===== src/rtl/fib_sched_if.sv =====
// Request/result bundle for fib_sched.
// master: requesters and result consumer side; slave: the engine.
interface fib_sched_if #(
  parameter int unsigned WIDTH = 32,
  parameter int unsigned IDX_W = 7
);
  logic             req0_valid;
  logic [IDX_W-1:0] req0_idx;
  logic             req0_ready;
  logic             req1_valid;
  logic [IDX_W-1:0] req1_idx;
  logic             req1_ready;
  logic             res_valid;
  logic [WIDTH-1:0] res_data;
  logic             res_ovf;
  logic             res_id;
  logic             res_ready;
  logic             busy;

  modport master (
    output req0_valid, req0_idx, req1_valid, req1_idx, res_ready,
    input  req0_ready, req1_ready, res_valid, res_data, res_ovf, res_id, busy
  );

  modport slave (
    input  req0_valid, req0_idx, req1_valid, req1_idx, res_ready,
    output req0_ready, req1_ready, res_valid, res_data, res_ovf, res_id, busy
  );
endinterface


===== src/rtl/fib_sched.sv =====
// Shared Fibonacci engine with a two-requester round-robin front end.
// One prev/cur register pair is stepped once per clock; results carry the
// requester id and a sticky overflow flag.
// Optional macro FIB_SAT_EN: saturate res_data to all ones on overflow
// (default build returns F(N) mod 2^WIDTH).
module fib_sched #(
  parameter int unsigned WIDTH = 32,
  parameter int unsigned IDX_W = 7
) (
  input  logic        clk,
  input  logic        rst,
  fib_sched_if.slave  bus
);

  typedef enum logic [1:0] {
    IDLE = 2'd0,
    RUN  = 2'd1,
    DONE = 2'd2
  } state_t;

  state_t           state;
  logic [WIDTH-1:0] prev;
  logic [WIDTH-1:0] cur;
  logic             prev_flag;
  logic             cur_flag;
  logic [IDX_W-1:0] cnt;
  logic             id;
  logic             last_id;

  logic             res_valid_q;
  logic [WIDTH-1:0] res_data_q;
  logic             res_ovf_q;
  logic             res_id_q;
  logic             busy_q;

  logic             grant0_c;
  logic             grant1_c;
  logic [IDX_W-1:0] grant_idx_c;
  logic [WIDTH:0]   sum_c;
  logic [WIDTH-1:0] final_data_c;

  // Round-robin grant in IDLE; a tie goes to the requester not served last.
  always_comb begin
    grant0_c = 1'b0;
    grant1_c = 1'b0;
    if (state == IDLE) begin
      if (bus.req0_valid && bus.req1_valid) begin
        grant0_c = last_id;
        grant1_c = ~last_id;
      end else begin
        grant0_c = bus.req0_valid;
        grant1_c = bus.req1_valid;
      end
    end
  end

  // Index of whichever requester is granted.
  always_comb begin
    grant_idx_c = grant1_c ? bus.req1_idx : bus.req0_idx;
  end

  // One recurrence step with carry out for overflow tracking.
  always_comb begin
    sum_c = {1'b0, prev} + {1'b0, cur};
  end

  // Value published when the last step lands: cur becomes prev = F(N).
`ifdef FIB_SAT_EN
  always_comb begin
    final_data_c = cur_flag ? {WIDTH{1'b1}} : cur;
  end
`else
  always_comb begin
    final_data_c = cur;
  end
`endif

  // Control FSM, datapath and registered result outputs.
  always_ff @(posedge clk) begin
    if (!rst) begin
      state       <= IDLE;
      prev        <= '0;
      cur         <= WIDTH'(1);
      prev_flag   <= 1'b0;
      cur_flag    <= 1'b0;
      cnt         <= '0;
      id          <= 1'b0;
      last_id     <= 1'b1;
      res_valid_q <= 1'b0;
      res_data_q  <= '0;
      res_ovf_q   <= 1'b0;
      res_id_q    <= 1'b0;
      busy_q      <= 1'b0;
    end else begin
      case (state)
        IDLE: begin
          if (grant0_c || grant1_c) begin
            prev      <= '0;
            cur       <= WIDTH'(1);
            prev_flag <= 1'b0;
            cur_flag  <= 1'b0;
            cnt       <= grant_idx_c;
            id        <= grant1_c;
            last_id   <= grant1_c;
            busy_q    <= 1'b1;
            if (grant_idx_c == '0) begin
              // F(0) is ready immediately.
              state       <= DONE;
              res_valid_q <= 1'b1;
              res_data_q  <= '0;
              res_ovf_q   <= 1'b0;
              res_id_q    <= grant1_c;
            end else begin
              state <= RUN;
            end
          end
        end
        RUN: begin
          prev      <= cur;
          cur       <= sum_c[WIDTH-1:0];
          prev_flag <= cur_flag;
          cur_flag  <= sum_c[WIDTH] | prev_flag | cur_flag;
          cnt       <= cnt - IDX_W'(1);
          if (cnt == IDX_W'(1)) begin
            state       <= DONE;
            res_valid_q <= 1'b1;
            res_data_q  <= final_data_c;
            res_ovf_q   <= cur_flag;
            res_id_q    <= id;
          end
        end
        DONE: begin
          if (bus.res_ready) begin
            state       <= IDLE;
            res_valid_q <= 1'b0;
            busy_q      <= 1'b0;
          end
        end
        default: begin
          state <= IDLE;
        end
      endcase
    end
  end

  assign bus.req0_ready = grant0_c;
  assign bus.req1_ready = grant1_c;
  assign bus.res_valid  = res_valid_q;
  assign bus.res_data   = res_data_q;
  assign bus.res_ovf    = res_ovf_q;
  assign bus.res_id     = res_id_q;
  assign bus.busy       = busy_q;

endmodule


===== src/flat_wrapper.sv =====
// flat-port wrapper written by rule: the top's interface ports become plain ports
module fib_sched_flat 
#(
  parameter int unsigned WIDTH = 32,
  parameter int unsigned IDX_W = 7
)
  (clk, rst, bus_req0_valid, bus_req0_idx, bus_req1_valid, bus_req1_idx, bus_res_ready, bus_req0_ready, bus_req1_ready, bus_res_valid, bus_res_data, bus_res_ovf, bus_res_id, bus_busy);
  fib_sched_if #(.WIDTH(WIDTH), .IDX_W(IDX_W)) bus_i ();
  input  logic clk;
  input  logic rst;
  input wire logic [$bits(bus_i.req0_valid)-1:0] bus_req0_valid;
  input wire logic [$bits(bus_i.req0_idx)-1:0] bus_req0_idx;
  input wire logic [$bits(bus_i.req1_valid)-1:0] bus_req1_valid;
  input wire logic [$bits(bus_i.req1_idx)-1:0] bus_req1_idx;
  input wire logic [$bits(bus_i.res_ready)-1:0] bus_res_ready;
  output wire logic [$bits(bus_i.req0_ready)-1:0] bus_req0_ready;
  output wire logic [$bits(bus_i.req1_ready)-1:0] bus_req1_ready;
  output wire logic [$bits(bus_i.res_valid)-1:0] bus_res_valid;
  output wire logic [$bits(bus_i.res_data)-1:0] bus_res_data;
  output wire logic [$bits(bus_i.res_ovf)-1:0] bus_res_ovf;
  output wire logic [$bits(bus_i.res_id)-1:0] bus_res_id;
  output wire logic [$bits(bus_i.busy)-1:0] bus_busy;
  assign bus_i.req0_valid = bus_req0_valid;
  assign bus_i.req0_idx = bus_req0_idx;
  assign bus_i.req1_valid = bus_req1_valid;
  assign bus_i.req1_idx = bus_req1_idx;
  assign bus_i.res_ready = bus_res_ready;
  assign bus_req0_ready = bus_i.req0_ready;
  assign bus_req1_ready = bus_i.req1_ready;
  assign bus_res_valid = bus_i.res_valid;
  assign bus_res_data = bus_i.res_data;
  assign bus_res_ovf = bus_i.res_ovf;
  assign bus_res_id = bus_i.res_id;
  assign bus_busy = bus_i.busy;
  fib_sched #(.WIDTH(WIDTH), .IDX_W(IDX_W)) u_core (.clk(clk), .rst(rst), .bus(bus_i));
endmodule

===== config.mk =====
export PLATFORM = sky130hd
export DESIGN_NAME = fib_sched_flat
export DESIGN_NICKNAME = d
export VERILOG_FILES = /design/src/rtl/fib_sched_if.sv /design/src/rtl/fib_sched.sv /design/src/flat_wrapper.sv
export SDC_FILE = /design/constraint.sdc
export NUM_CORES = 1
export LEC_CHECK = 0
export ABC_AREA = 1
export CORE_MARGIN = 3
export CORE_UTILIZATION = 50
export DETAILED_ROUTE_END_ITERATION = 8
export PLACE_DENSITY = 0.75
export SYNTH_ARGS = -nofsm -noshare
export SYNTH_HDL_FRONTEND = slang
export SYNTH_SLANG_ARGS = --single-unit

===== constraint.sdc =====
create_clock -name clk -period 3.4 [get_ports clk]
set_clock_uncertainty 0.2 [all_clocks]
set_input_delay 0.68 -clock clk [delete_from_list [all_inputs] [get_ports clk]]
set_output_delay 0.68 -clock clk [all_outputs]
set_load 0.005 [all_outputs]

-- Word level (Yosys, flattened, before mapping)
Index checks and enable logic that the tools add are counted.
- flip-flop bits (word level): 113
- input bits: 19
- output and inout bits: 38
- $add $sub $neg: 2
- equal/unequal tests: 7
- multiplexer cells: 38
- bitwise operators: 3
- reductions and logical operators: 13
- operators with widths (cell ; number):
    case mux 32 bit (2 select lines) ; 3
    two-way mux 32 bit ; 5
    adder 32 x 32 -> 33 bit ; 1
    two-way mux 1 bit ; 16
    two-way mux 7 bit ; 2
    case mux 7 bit (2 select lines) ; 1
    case mux 1 bit (2 select lines) ; 5
    two-way mux 2 bit ; 4
    == test 7 x 1 -> 1 bit (second input constant) ; 1
    logical NOT 7 bit ; 1
    subtractor 7 x 1 -> 7 bit (second input constant) ; 1
    inequality test 2 bit (second input constant) ; 3
    case mux 2 bit (3 select lines) ; 1
    AND reduction 3 bit ; 2
    AND reduction 5 bit ; 1
    AND reduction 2 bit ; 2
    AND reduction 4 bit ; 1
    nonzero test 2 bit ; 2
    case mux 1 bit (3 select lines) ; 1
    nonzero test 3 bit ; 1
    == test 2 x 1 -> 1 bit (second input constant) ; 1
    == test 2 bit (second input constant) ; 1
    logical NOT 2 bit ; 1
    inequality test 2 x 1 -> 1 bit (second input constant) ; 1
    other kinds (4) ; 5

-- Logic depth before layout (Yosys ltp)
Gate-level depths: netlist (run 1).
- word-level depth: 8
- depth in mapped cells: 14
- gate-level depth less buffers: 14

-- Worst setup path after synthesis (run 1)
OpenSTA, ideal clock, no wires.
- kind: in2reg
- start point: input port bus_req0_valid
- end point: register u_core.res_data_q[7], in the netlist u_core.bus.res_data[7]
- setup time: 0.115 ns
- arrival: 1.800 ns
- data required time: 3.085 ns
- path slack: 1.285 ns
- stages: 12
- path buffers: 2
- cell sequence: nand2_1 > nand3_4 > buf_6 > o21ai_1 > nand2_1 > nor2_1 > nand2_1 > nand2_4 > buf_4 > nand3_1 > nand2_1 > nor2_1
- longest elaborated chain between the ends: 7
- elaborated cells between the ends (all ways): 11
- ends and longest elaborated chain (item ; RTL line ; RTL):
    start: declaration ; flat_wrapper.sv:11 ; input wire logic [$bits(bus_i.req0_valid)-1:0] bus_req0_valid;
    logical AND 1 bit ; fib_sched.sv:47 ; if (bus.req0_valid && bus.req1_valid) begin
    two-way mux 1 bit ; fib_sched.sv:47 ;
    two-way mux 1 bit ; fib_sched.sv:46 ; if (state == IDLE) begin
    two-way mux 7 bit ; fib_sched.sv:59 ; grant_idx_c = grant1_c ? bus.req1_idx : bus.req0_idx;
    logical NOT 7 bit ; fib_sched.sv:106 ; if (grant_idx_c == '0) begin
    inequality test 2 bit (no line) ; n/a ;
    AND reduction 4 bit (no line) * ; n/a ;
    end signal: assignment ; fib_sched.sv:127 ; res_data_q <= final_data_c;
    end: declaration ; fib_sched.sv:31 ; logic [WIDTH-1:0] res_data_q;
Every way passes the cells marked *; elsewhere a longest branch is shown, timed or not.
A chain may end at the register's enable or synchronous reset.

-- Worst setup path in the final report (run 1)
- start point: register u_core.cnt[1]
- end point: register u_core.res_data_q[22], in the netlist u_core.bus.res_data[22]
- longest elaborated chain between the ends: 3
- ends and longest elaborated chain (item ; RTL line ; RTL):
    start: declaration ; fib_sched.sv:26 ; logic [IDX_W-1:0] cnt;
    start signal: assignment ; fib_sched.sv:102 ; cnt <= grant_idx_c;
    start signal: assignment ; fib_sched.sv:123 ; cnt <= cnt - IDX_W'(1);
    == test 7 x 1 -> 1 bit ; fib_sched.sv:124 ; if (cnt == IDX_W'(1)) begin
    inequality test 2 x 1 -> 1 bit (no line) ; n/a ;
    AND reduction 4 bit (no line) ; n/a ;
Every way passes these cells.

==> impl_metrics.csv, run 1 <==
group,metric,value,unit
synthesis,synth.avg_cell_area,6.16,µm²
power_and_ir_drop,ir_worst_vdd,0.617,mV
grt,grt_start_max_net_pins,83,
cts,cts_hold_buf,0,
placement,place_congestion,0.924,
synthesis,ys_warn_count,0,
setup_path,critPathArrivalTime,2970,ps
grt,grt.total_usage,0.248,
grt,grt-ovfl-total,0,
synthesis,netlist_area,0.00688,mm²
floorplanning,num_io_pins,57,
layout,final_util,0.614,
route,dr_wl_met3,748,µm
cts,insertion_delay,430,ps
setup_path,critPathKind,"flop to flop",
route,wl_met1,8.63,mm
run,max_cap_viol_count,0,
layout,register_area,0.00226,mm²
grt,grt_pass1_vias,6122,
route,top_layer,"met4",
grt,grt_pass1_wl,29.5,mm
grt,grt_antenna_before_repair,0,
placement,hpwl,13.2,mm
cts,cts-root-buf,"clkbuf_16",
cts,h-tree-depth,4,
worst_hold_path,hp-class,"flop to flop",
cts,cts_sinks,113,
setup_path,critPathCaptureType,"flop",
cts,clk_pin_slew_worst_paths,60,ps
route,postRouteAntennaNets,0,
layout,synthToLayoutAreaGrowth,19.0,%
route,drt-vias-per-instance,5.08,
cts,clockBufferDepth,2,
floorplanning,die-height,123,µm
cts,cts_buffers,17,
cts,cts_tree,"yes",
layout,num-nets-final,1218,
timing,slew_viol_final,0,
floorplanning,die_area,0.0152,mm²
placement,io_buffer_count,56,
route,drtIter0Drc,522,
timing,worst_pin_slew,897,ps
layout,antenna_cells,0,
floorplanning,die_w,123,µm
cts,cts_setup_buffers,0,
synthesis,postSynthCellCount,1118,
outcome,status,"finished clean",
route,drc,0,
route,route.met2.wl,8.46,mm
power_and_ir_drop,power_leakage,3.87,nW
timing,post-route-min-period,2860,ps
route,firstDrtPassIters,5,
floorplanning,placementRows,42,
timing,fmax,0.350,GHz
route,wl_per_cell,13.6,µm
synthesis,yosys_register_bits,113,
power_and_ir_drop,power_density,661,mW/mm²
route,num_vias,6870,
layout,multi_input_comb_area,0.00381,mm²
route,routed_wl,18.4,mm
timing,finalHoldViolCount,0,
synthesis,yosys.cell_types.count,38,
timing,relSlewSlack,0.400,
synthesis,synth_nets,1172,
timing,rsz0062_at_grt,"false",
timing,setup_viol,0,
cts,cts.repair.resized,0,
floorplanning,core,0.0133,mm²
layout,drive_gt1_frac,0.0527,
setup_path,cp_data_required_time,3520,ps
layout,nFillCells,1291,
setup_path,crit_fanout,42,
setup_path,critPathLaunchType,"flop",
floorplanning,start_util,0.516,
synthesis,ys_seq_area_frac,0.329,
timing,timing.final.crit_share,0.840,
timing,fin_setup_tns,0,ps
power breakdown:
| part | total (W) | internal (W) | switching, W |
|---|---|---|---|
| Sequential | 0.00164 | 0.00152 | 0.000127 |
| Combinational | 0.00190 | 0.000703 | 0.00120 |
| Clock | 0.00187 | 0.00118 | 0.000691 |
state kept, by name (all words and copies together), names as in the netlist:
| name | flops |
|---|---|
| u_core.bus.res_data | 32 |
| u_core.cur | 32 |
| u_core.prev | 32 |
| u_core.cnt | 7 |
| u_core.state | 2 |
| u_core.bus.busy | 1 |
| u_core.bus.res_id | 1 |
| u_core.bus.res_ovf | 1 |
| u_core.bus.res_valid | 1 |
| u_core.cur_flag | 1 |
| u_core.id | 1 |
| u_core.last_id | 1 |
| u_core.prev_flag | 1 |
worst max-delay path, cell delays in order (launching register included):
cell     delay [ps]
dfxtp_1         340
inv_1           100
ha_1            160
nand2_1          50
o21ai_0         350
nand2_1         180
nor2_4          730
buf_4           370
nand3_1         120
nand2_1         100
nor2_1           60
Yosys cell counts (all sizes together):
master  number  area share
a21o         4      0.0044
a21oi      136       0.099
a31oi        3      0.0027
and2         4      0.0036
and3         1     0.00091
buf         25       0.022
clkbuf      15      0.0082
dfxtp      113        0.33
fa           1      0.0029
ha          34       0.062
inv        163       0.089
mux2         1      0.0016
nand2      398        0.22
nand3       85       0.064
nand3b       1      0.0011
nand4        7      0.0064
nor2        76       0.044
nor3        11      0.0080
nor4         1     0.00091
o211ai       2      0.0022
o21a         1      0.0011
o21ai       23       0.017
o21bai       1      0.0011
o22ai        3      0.0027
o311ai       1      0.0013
o31ai        1      0.0011
or2          7      0.0064
metrics by stage:
stage                     cell area (µm²)  setup slack, ps  hold slack [ps]  total power [W]  std cells
after floorplan                      6880             1280              240          0.00296       1118
after global placement               7570              225              240          0.00351       1321
after detailed placement             7570              184              245          0.00355       1321
after CTS                            8190              528              254          0.00542       1353
after global routing                 8190              279              278          0.00572       1353
final                                8190              543              253          0.00541       1353
layout by cell type (no fill, tap or decap), types with 2 or more instances in the layout:
master and n:
nand2_1 396, inv_1 160, a21oi_1 135, dfxtp_1 113, nand3_1 84, nor2_1 72, clkdlybuf4s50_1 56, ha_1 34
o21ai_0 18, clkbuf_16 17, nor3_1 11, buf_4 9, nand4_1 7, or2_2 7, o21ai_1 5, a21o_1 4
and2_1 4, clkinv_4 4, nor2_4 3, inv_2 3, o22ai_1 3, a31oi_1 3, bufinv_16 3, clkinvlp_4 3
inv_6 3, o211ai_1 2, buf_12 2
cells by family (layout without fill, tap and decap cells):
group                    after synthesis  in the layout  share of synthesized area
adder cells (fa/ha/maj)               35             35                     0.0647
flip-flops                           113            113                      0.329
AO/OA/AOI/OAI                        175            175                      0.133
AND/OR/NAND/NOR                      591            591                      0.354
buffers and inverters                203            262                      0.119
multiplexers                           1              1                    0.00164
routing by layer:
metal | vias up | GRT usage
li1 | 3623 | -
met4 | 0 | 0.0913
met3 | 37 | 0.0554
met5 | - | 0
met1 | 3049 | 0.321
met2 | 161 | 0.404
area by class of cell:
type                    count  share of cell area
clock buffers              18              0.0536
inverters                 163              0.0747
clock inverters            14              0.0218
flip-flops and latches    113               0.276
multi-input cells         802               0.465
repair buffers             67              0.0816
well taps                 176              0.0269
path summary, 6_finish.rpt:
check | startpoint | endpoint | slack, ps | cells after the start
setup / recovery | u_core.cnt[1] | u_core.bus.res_data[22] | 540 | 10
hold / removal | u_core.bus.res_valid | u_core.bus.res_valid | 250 | 2
setup reg to reg | u_core.cnt[1] | u_core.bus.res_data[22] | 540 | 10
hold reg to reg | u_core.bus.res_valid | u_core.bus.res_valid | 250 | 2
No activity file was read; power rests on OpenSTA's default activity.
==> run 2: changes to the inputs <==
PLACE_DENSITY = 0.78   (was 0.75)
clock period = 2.3 ns   (was 3.4 ns; I/O delays follow)
==> run 2 against run 1 <==
Effect of this change: worst setup slack worse by 440 ps; non-clock buffer count is 25 higher; first-iteration DRC count is 2.9% higher; global-route usage rose by 0.21 points; via count increased by 2.7%; utilization up 2.5 points.
==> impl_metrics.csv, run 2 (synthesis results as in run 1) <==
group,metric,value,unit
grt,grt_pass1_vias,6346,
timing,finalHoldViolCount,0,
setup_path,critPathLaunchType,"primary input",
route,postRouteAntennaNets,0,
route,drc,0,
floorplanning,placementRows,42,
timing,rsz0062_at_grt,"false",
timing,relSlewSlack,0.766,
timing,timing.final.crit_share,0.954,
placement,hpwl,13.3,mm
setup_path,critPathArrivalTime,1530,ps
grt,grt.total_usage,0.250,
worst_hold_path,hp-class,"flop to flop",
placement,place_congestion,0.993,
layout,drive_gt1_frac,0.0865,
route,num_vias,7056,
power_and_ir_drop,power_frac_seq,0.286,
timing,fin_setup_tns,0,ps
power_and_ir_drop,combPwrFrac,0.383,
layout,nFillCells,1239,
cts,clockBufferDepth,2,
cts,cts_hold_buf,0,
route,routed_wl,18.5,mm
route,wl_per_cell,13.5,µm
route,firstDrtPassIters,6,
power_and_ir_drop,p_sw,0.00310,W
floorplanning,die_area,0.0152,mm²
power_and_ir_drop,power_density,992,mW/mm²
layout,final_common_cell,"nand2_1",
cts,insertion_delay,420,ps
power_and_ir_drop,swShare,0.367,
timing,slew_viol_final,0,
timing,post-route-min-period,2190,ps
outcome,status,"finished clean",
layout,antenna_cells,0,
timing,setup_viol,0,
grt,grt_pass1_wl,30.0,mm
timing,worst_pin_slew,351,ps
grt,grt-ovfl-total,0,
run,max_cap_viol_count,0,
power_and_ir_drop,clkPwrFrac,0.331,
cts,clk_pin_slew_worst_paths,60,ps
grt,grt_antenna_before_repair,0,
floorplanning,core,0.0133,mm²
layout,most-common-layout-cells,"nand2_1, inv_1, a21oi_1",
cts,h-tree-depth,4,
floorplanning,die-height,123,µm
setup_path,critPathKind,"primary input to primary output",
floorplanning,start_util,0.516,
grt,grt_start_max_net_pins,56,
route,drtIter0Drc,537,
power_and_ir_drop,power.total,0.00845,W
cts,cts_tree,"yes",
setup_path,critPathCaptureType,"primary output",
setup_path,crit_fanout,15,
cts,cts-root-buf,"clkbuf_16",
floorplanning,num_io_pins,57,
route,drt-vias-per-instance,5.12,
layout,synthToLayoutAreaGrowth,23.8,%
placement,io_buffer_count,56,
setup_path,cp_data_required_time,1640,ps
cts,cts_buffers,17,
floorplanning,die_w,123,µm
power_and_ir_drop,ir_worst_vdd,0.850,mV
power_and_ir_drop,intPower,0.00535,W
power_and_ir_drop,power_leakage,4.07,nW
layout,num-nets-final,1243,
timing,fmax,0.456,GHz
cts,cts_sinks,113,
==> run 2: cell count changes in the layout (fill, tap and decap cells not counted), moves of 2 or more <==
cell	delta
nand2_2	+5
buf_4	+19
nor2_2	+3
clkdlybuf4s50_1	-3
inv_8	+2
nand2_1	-5
buf_12	+6
dlygate4sd2_1	+3
nor2_1	-3
inv_6	+2
nand3_2	+4
nor3_2	+2
nand3_1	-4
nor3_1	-3
==> run 2: power groups by stage <==
stage	registers (W)	logic [W]	clock network [W]
final	0.00242	0.00324	0.00280
after detailed placement	0.00245	0.00320	0
after CTS	0.00242	0.00324	0.00282
after global placement	0.00244	0.00317	0
after global routing	0.00245	0.00357	0.00290
after floorplan	0.00245	0.00193	0
==> run 2: path summary, 6_finish.rpt <==
kind / start / to / slack [ps] / cells past startpoint
max: bus_req0_valid / bus_req1_ready / 110 / 5
min reg2reg: u_core.id / u_core.id / 260 / 2
min: u_core.id / u_core.id / 260 / 2
max reg2reg: u_core.cur[0] / u_core.cur_flag / 140 / 12
==> run 2: cell type report <==
class	instances	area, µm²	share of cell area
Inverter	163	612	0.0718
Tap cell	176	220	0.0258
Timing Repair Buffer	92	927	0.109
Clock inverter	15	198	0.0232
Multi-Input combinational cell	802	3880	0.455
Clock buffer	17	425	0.0499
Sequential cell	113	2260	0.265
==> run 2: timing repair <==
item,4_1_cts,5_1_grt
pin swaps,0,1
resized for setup,5,17
buffers inserted,1,0
setup endpoints to repair,3,43
==> run 2: stage by stage <==
step / cell area, µm² / utilization / std cells / hold WS, ps / setup slack, ps
2_1_floorplan: 6880 / - / 1118 / 240 / 295
3_3_place_gp: 7840 / 0.587 / 1346 / 244 / -155
3_5_place_dp: 7840 / 0.587 / 1346 / 257 / -241
4_1_cts: 8470 / 0.635 / 1379 / 264 / 21.8
5_1_grt: 8520 / 0.638 / 1378 / 274 / 7.34
6_report: 8520 / 0.638 / 1378 / 264 / 107
==> run 2: layer usage <==
metal  global-route usage  part of all wire  wire length, µm  vias to the layer above
li1                     -                 -                -                     3679
met1                0.319              0.46             8460                     3151
met4               0.0824             0.017              308                        0
met2                0.424              0.48             8870                      197
met5                    0                 0                0                        -
met3               0.0485             0.048              897                       29
==> run 2: worst max-delay path, cell delays in order <==
cell and delay, ps:
clkdlybuf4s50_1 490, nand2_2 70, nand3_4 160, inv_2 80, dlygate4sd2_1 270
==> run 3: changes to the inputs <==
CTS_CLUSTER_SIZE = 28   (was unset)
==> results of run 3 <==
Final layout, timing and power as in run 2 (identical DEF).
